<file path="src/rtl/lsu_ctrl.sv">
// Load/store initiator between the execute stage and a byte-addressed 32-bit data memory.
// Optional macro LSU_MISALIGN_TRAP_EN: reject misaligned H/HU/W accesses instead of executing them.
module lsu_ctrl #(
  parameter int ADDR_W    = 11,
  parameter int MEM_BYTES = 2048
) (
  input  logic              clk,
  input  logic              rst,
  input  logic              req_valid,
  output logic              req_ready,
  input  logic              req_store,
  input  logic [2:0]        req_funct3,
  input  logic [31:0]       req_addr,
  input  logic [31:0]       req_wdata,
  output logic              resp_valid,
  output logic [31:0]       resp_rdata,
  output logic              resp_err,
  output logic [ADDR_W-1:0] mem_addr,
  output logic              mem_wrt_en,
  output logic [31:0]       mem_write_data,
  input  logic [31:0]       mem_read_data
);

  typedef enum logic [2:0] {
    S_IDLE,
    S_DECODE,
    S_READ,
    S_WRITE,
    S_DONE
  } state_t;

  state_t      r_state;
  state_t      w_state_next;
  logic        r_store;
  logic [2:0]  r_funct3;
  logic [31:0] r_addr;
  logic [31:0] r_wdata;
  logic [31:0] r_rdata;
  logic [31:0] r_wr_data;
  logic        r_err;

  logic        w_addr_err;
  logic        w_f3_err;
  logic        w_mis_err;
  logic        w_err;
  logic        w_accept;
  logic [31:0] w_load_ext;
  logic [31:0] w_merge;

  // Decode runs one cycle after accept, on the latched request.
  assign w_addr_err = (r_addr[31:ADDR_W] != '0) || (r_addr > 32'(MEM_BYTES - 4));

  always_comb begin
    w_f3_err = 1'b0;
    if (r_store) begin
      w_f3_err = !(r_funct3 == 3'b000 || r_funct3 == 3'b001 || r_funct3 == 3'b010);
    end else begin
      w_f3_err = (r_funct3 == 3'b011) || (r_funct3 == 3'b110) || (r_funct3 == 3'b111);
    end
  end

`ifdef LSU_MISALIGN_TRAP_EN
  assign w_mis_err = ((r_funct3[1:0] == 2'b01) && r_addr[0]) ||
                     ((r_funct3 == 3'b010) && (r_addr[1:0] != 2'b00));
`else
  assign w_mis_err = 1'b0;
`endif

  assign w_err    = w_addr_err || w_f3_err || w_mis_err;
  assign w_accept = req_valid && (r_state == S_IDLE);

  always_comb begin
    case (r_funct3)
      3'b000:  w_load_ext = {{24{mem_read_data[7]}}, mem_read_data[7:0]};
      3'b001:  w_load_ext = {{16{mem_read_data[15]}}, mem_read_data[15:0]};
      3'b100:  w_load_ext = {24'd0, mem_read_data[7:0]};
      3'b101:  w_load_ext = {16'd0, mem_read_data[15:0]};
      default: w_load_ext = mem_read_data;
    endcase
  end

  // Sub-word stores keep the untouched upper bytes of the word just read.
  assign w_merge = r_funct3[0] ? {mem_read_data[31:16], r_wdata[15:0]}
                               : {mem_read_data[31:8], r_wdata[7:0]};

  always_ff @(posedge clk) begin
    if (!rst) begin
      r_state   <= S_IDLE;
      r_store   <= 1'b0;
      r_funct3  <= 3'd0;
      r_addr    <= 32'd0;
      r_wdata   <= 32'd0;
      r_rdata   <= 32'd0;
      r_wr_data <= 32'd0;
      r_err     <= 1'b0;
    end else begin
      r_state <= w_state_next;
      case (r_state)
        S_IDLE: begin
          if (w_accept) begin
            r_store  <= req_store;
            r_funct3 <= req_funct3;
            r_addr   <= req_addr;
            r_wdata  <= req_wdata;
          end
        end
        S_DECODE: begin
          r_err   <= w_err;
          r_rdata <= 32'd0;
          if (!w_err && r_store && (r_funct3 == 3'b010)) begin
            r_wr_data <= r_wdata;
          end
        end
        S_READ: begin
          if (r_store) begin
            r_wr_data <= w_merge;
          end else begin
            r_rdata <= w_load_ext;
          end
        end
        default: ;
      endcase
    end
  end

  always_comb begin
    w_state_next = r_state;
    req_ready    = 1'b0;
    resp_valid   = 1'b0;
    mem_wrt_en   = 1'b0;
    case (r_state)
      S_IDLE: begin
        req_ready = 1'b1;
        if (req_valid) begin
          w_state_next = S_DECODE;
        end
      end
      S_DECODE: begin
        if (w_err) begin
          w_state_next = S_DONE;
        end else if (r_store && (r_funct3 == 3'b010)) begin
          w_state_next = S_WRITE;
        end else begin
          w_state_next = S_READ;
        end
      end
      S_READ: begin
        w_state_next = r_store ? S_WRITE : S_DONE;
      end
      S_WRITE: begin
        // Gated by rst so a reset landing on the write cycle suppresses it.
        mem_wrt_en   = rst;
        w_state_next = S_DONE;
      end
      S_DONE: begin
        resp_valid   = 1'b1;
        w_state_next = S_IDLE;
      end
      default: w_state_next = S_IDLE;
    endcase
  end

  assign resp_err       = resp_valid && r_err;
  assign resp_rdata     = resp_valid ? r_rdata : 32'd0;
  assign mem_addr       = r_addr[ADDR_W-1:0];
  assign mem_write_data = r_wr_data;

endmodule

</file>
<file path="config.mk">
export PLATFORM = sky130hd
export DESIGN_NAME = lsu_ctrl
export DESIGN_NICKNAME = d
export VERILOG_FILES = /design/src/rtl/lsu_ctrl.sv
export SDC_FILE = /design/constraint.sdc
export NUM_CORES = 1
export LEC_CHECK = 0
export BUFFER_PORTS_ARGS = -buffer_cell sky130_fd_sc_hd__buf_2
export CAP_MARGIN = 20
export CORE_MARGIN = 5
export CORE_UTILIZATION = 51
export DETAILED_ROUTE_END_ITERATION = 7
export GPL_TIMING_DRIVEN = 0
export PLACE_DENSITY = 0.79
export SETUP_SLACK_MARGIN = 0.5
export SYNTH_ARGS = -nofsm -noshare
export SYNTH_HDL_FRONTEND = slang
export SYNTH_SLANG_ARGS = --single-unit
</file>
<file path="constraint.sdc">
create_clock -name clk -period 2.16 [get_ports clk]
set_clock_uncertainty 0.2 [all_clocks]
set_input_delay 0.432 -clock clk [delete_from_list [all_inputs] [get_ports clk]]
set_output_delay 0.432 -clock clk [all_outputs]
set_load 0.01 [all_outputs]
</file>
==> results.sh <==
export IMPL_status="finished, violations left"
export IMPL_violations="negative setup slack"
export IMPL_io_buffers=180
export IMPL_synth_seq_cells=136
export IMPL_finalSetupTns_ns=-1.64
export IMPL_rows=39
export IMPL_cp_end_kind="register"
export IMPL_muxShareOfSynthArea_pct=10.1
export IMPL_async_flop_share_pct=0
export IMPL_synth_main_ff_cell="dfxtp_1"
export IMPL_synth_most_common_cell="nand2_1"
export IMPL_synth_cell_types=32
export IMPL_die_w_um=118
export IMPL_cts_hold_fix_buffers=0
export IMPL_synth_top_family_by_area="simple AND/OR/NAND/NOR gates"
export IMPL_clock_sinks=136
export IMPL_htree_levels=4
export IMPL_cts_clk_slew_worst_paths_ns=0.06
export IMPL_synth_fa_ha_area_share_pct=0
export IMPL_cts_buffers=17
export IMPL_fmax_mhz=434
export IMPL_tightest_slew_ns=0.758
export IMPL_grt_max_degree=17
export IMPL_slowest_stage="nor4_4"
export IMPL_ys_top_cells_by_area="dfxtp_1, nand2_1, a21boi_0"
export IMPL_max_stage_delay_ns=0.36
export IMPL_power_density_nw_per_um2=742
export IMPL_avgRoutedWirePerCell_um=18.8
export IMPL_core_sq_um=11400
export IMPL_syn_to_final_growth_pct=58.9
export IMPL_crit_path_cell_trace="nor4_4 > nand4_1 > buf_4 > nor4_4 > a22oi_4 > buf_4 > buf_16 > mux2i_1"
export IMPL_syn_inst=698
export IMPL_final_util_pct=82.9
export IMPL_clockBufferDepth=2
export IMPL_cp_required_ns=2.29
export IMPL_yosysTopAreaCell="dfxtp_1"
export IMPL_antenna_found_initial=0
export IMPL_first_pass_iters=7
export IMPL_drv_cap=0
export IMPL_setup_violations_final=57
export IMPL_fin_crit_ns=2.31
export IMPL_syn_num_nets=801
export IMPL_critical_path_class="reg2reg"
export IMPL_cts_tree="done"
export IMPL_synth_top_area_share_pct=45.7
export IMPL_antenna_cells=0
export IMPL_hold_path_class="in2reg"
export IMPL_rsz0062_at_grt="true"
export IMPL_synth_common_cells="nand2_1, dfxtp_1, a21boi_0, and2_1, mux2i_1"
export IMPL_grt_remaining_overflow=0
export IMPL_dieArea_sq_um=13900
export IMPL_vias=6066
export IMPL_drt_iter0_drc=410
export IMPL_drv_slew=0
export IMPL_syn_area_sq_um=5950
export IMPL_maxSlewHeadroom_pct=49.4
export IMPL_cp_buffers_inverters=3
export IMPL_hold_viol_final=0
export IMPL_path_delay_family="simple AND/OR/NAND/NOR gates"
export IMPL_ctsRootBufferMaster="clkbuf_16"
export IMPL_critPathMaxFanout=7
export IMPL_drive_gt1_share_pct=52.5
export IMPL_drc_errors=0
export IMPL_die_y_um=118
export IMPL_start_kind="register"
export IMPL_hpwl_mm=11.8
export IMPL_syn_avg_cell_area_sq_um=8.53
export IMPL_ios=182
export IMPL_layout_nets=1059
export IMPL_grt_pass1_wl_mm=28.7
export IMPL_p_leak_nw=4.41
export IMPL_ys_seq_area_share_pct=45.7
export IMPL_synth_xor_area_share_pct=0
export IMPL_initial_core_util_pct=52.1
export IMPL_grt_usage_pct=25.2
export IMPL_grt_pass1_vias=5731
export IMPL_viasPerCell=5.46
export IMPL_arrival_ns=2.43
export IMPL_finalWeightedCongestion=0.823
export IMPL_antenna_left=0
export IMPL_yosys_warnings=0
export IMPL_clock_latency_ns=0.43
export IMPL_fin_crit_sh_pct=107
export IMPL_synth_simple_gate_area_share_pct=22.6
export IMPL_synth_edf_count=0
export IMPL_synth_compound_area_share_pct=16.1
export IMPL_drt_wl_total_mm=20.9
export IMPL_setup_slack_ns=-0.146
export IMPL_peakVddDrop_v=0.000624
## final cells by class
type                            instances  area [sq um]
Sequential cell                       136          2750
Timing Repair Buffer                  239          1740
Multi-Input combinational cell        499          3650
Tap cell                              143           179
Inverter                                3          16.3
Clock buffer                           20           457
Clock inverter                         11           148
Buffer                                 60           519
Fill cell                             631          1960
## final timing paths
check          startpoint  slack (ns)            endpoint  depth (start not counted)
min reg2reg   r_rdata[30]        0.25         r_rdata[30]                          2
min          req_addr[14]        0.04          r_addr[14]                          3
max reg2reg    r_addr[15]       -0.15  mem_write_data[10]                          8
max            r_addr[15]       -0.15  mem_write_data[10]                          8
## logic make-up (layout without fill, tap and decap cells)
kind of cell | after synthesis | count (layout)
buf+inv | 63 | 333
flops | 136 | 136
simple gates | 306 | 306
compound gates | 136 | 136
mux | 57 | 57
## placed cells by master, fill, tap and decap left out, types with 17 or more instances in the layout
cell type / instances
mux2i_1: 32
buf_4: 26
mux2_2: 22
o21ai_2: 22
dfxtp_1: 123
clkbuf_1: 20
and2_1: 25
clkbuf_16: 20
nand2_4: 38
a21boi_1: 70
buf_6: 40
buf_2: 170
buf_8: 17
a21boi_2: 30
nand2_2: 34
nand2_1: 163
## flip-flops by register name (all words and copies together), names as in the netlist
signal,count
mem_write_data,32
r_addr,32
r_err,1
r_funct3,3
r_rdata,32
r_state,3
r_store,1
r_wdata,32
## worst register-to-register path: cells and delay by family, from the launching register on
kind	cells	cell delay, ns
simple gates	3	0.76
buf+inv	3	0.51
flops	1	0.33
mux	1	0.22
compound gates	1	0.18
## metrics by stage
step | instance area (sq um) | std cells | power, mW | hold slack [ns] | setup WS, ns
global placement | 7090 | 1021 | 3.48 | 0.238 | 0.0985
CTS | 8660 | 1089 | 6.72 | 0.0354 | -0.0278
finish | 9460 | 1111 | 7.02 | 0.0375 | -0.146
global route | 9460 | 1111 | 7.24 | 0.0383 | -0.179
detailed placement | 7090 | 1021 | 3.49 | 0.243 | 0.0279
floorplan | 6010 | 698 | 3.22 | 0.230 | 0.348
## repair_timing
| item | CTS | global route |
|---|---|---|
| setup endpoints to repair | 140 | 179 |
| pin swaps | 88 | 101 |
| setup buffers | 28 | 19 |
| hold endpoints to repair | 0 | 0 |
| cloned | 9 | 3 |
| resized for setup | 286 | 156 |
## per-layer routing
| metal | vias up | GRT usage [%] | routed length (um) |
|---|---|---|---|
| met5 | - | 0 | 0 |
| met4 | 0 | 9.46 | 876 |
| met3 | 73 | 6.78 | 1450 |
| met2 | 302 | 42.6 | 10400 |
| met1 | 2860 | 30.7 | 8180 |
| li1 | 2831 | - | - |
## power breakdown
group          internal (mW)  total (mW)  switching, mW
clock                   1.87        2.99           1.12
combinational          0.623        1.31          0.689
sequential              2.63        2.72         0.0905
total                   5.12        7.02           1.90
No activity file was read; power rests on OpenSTA's default activity.
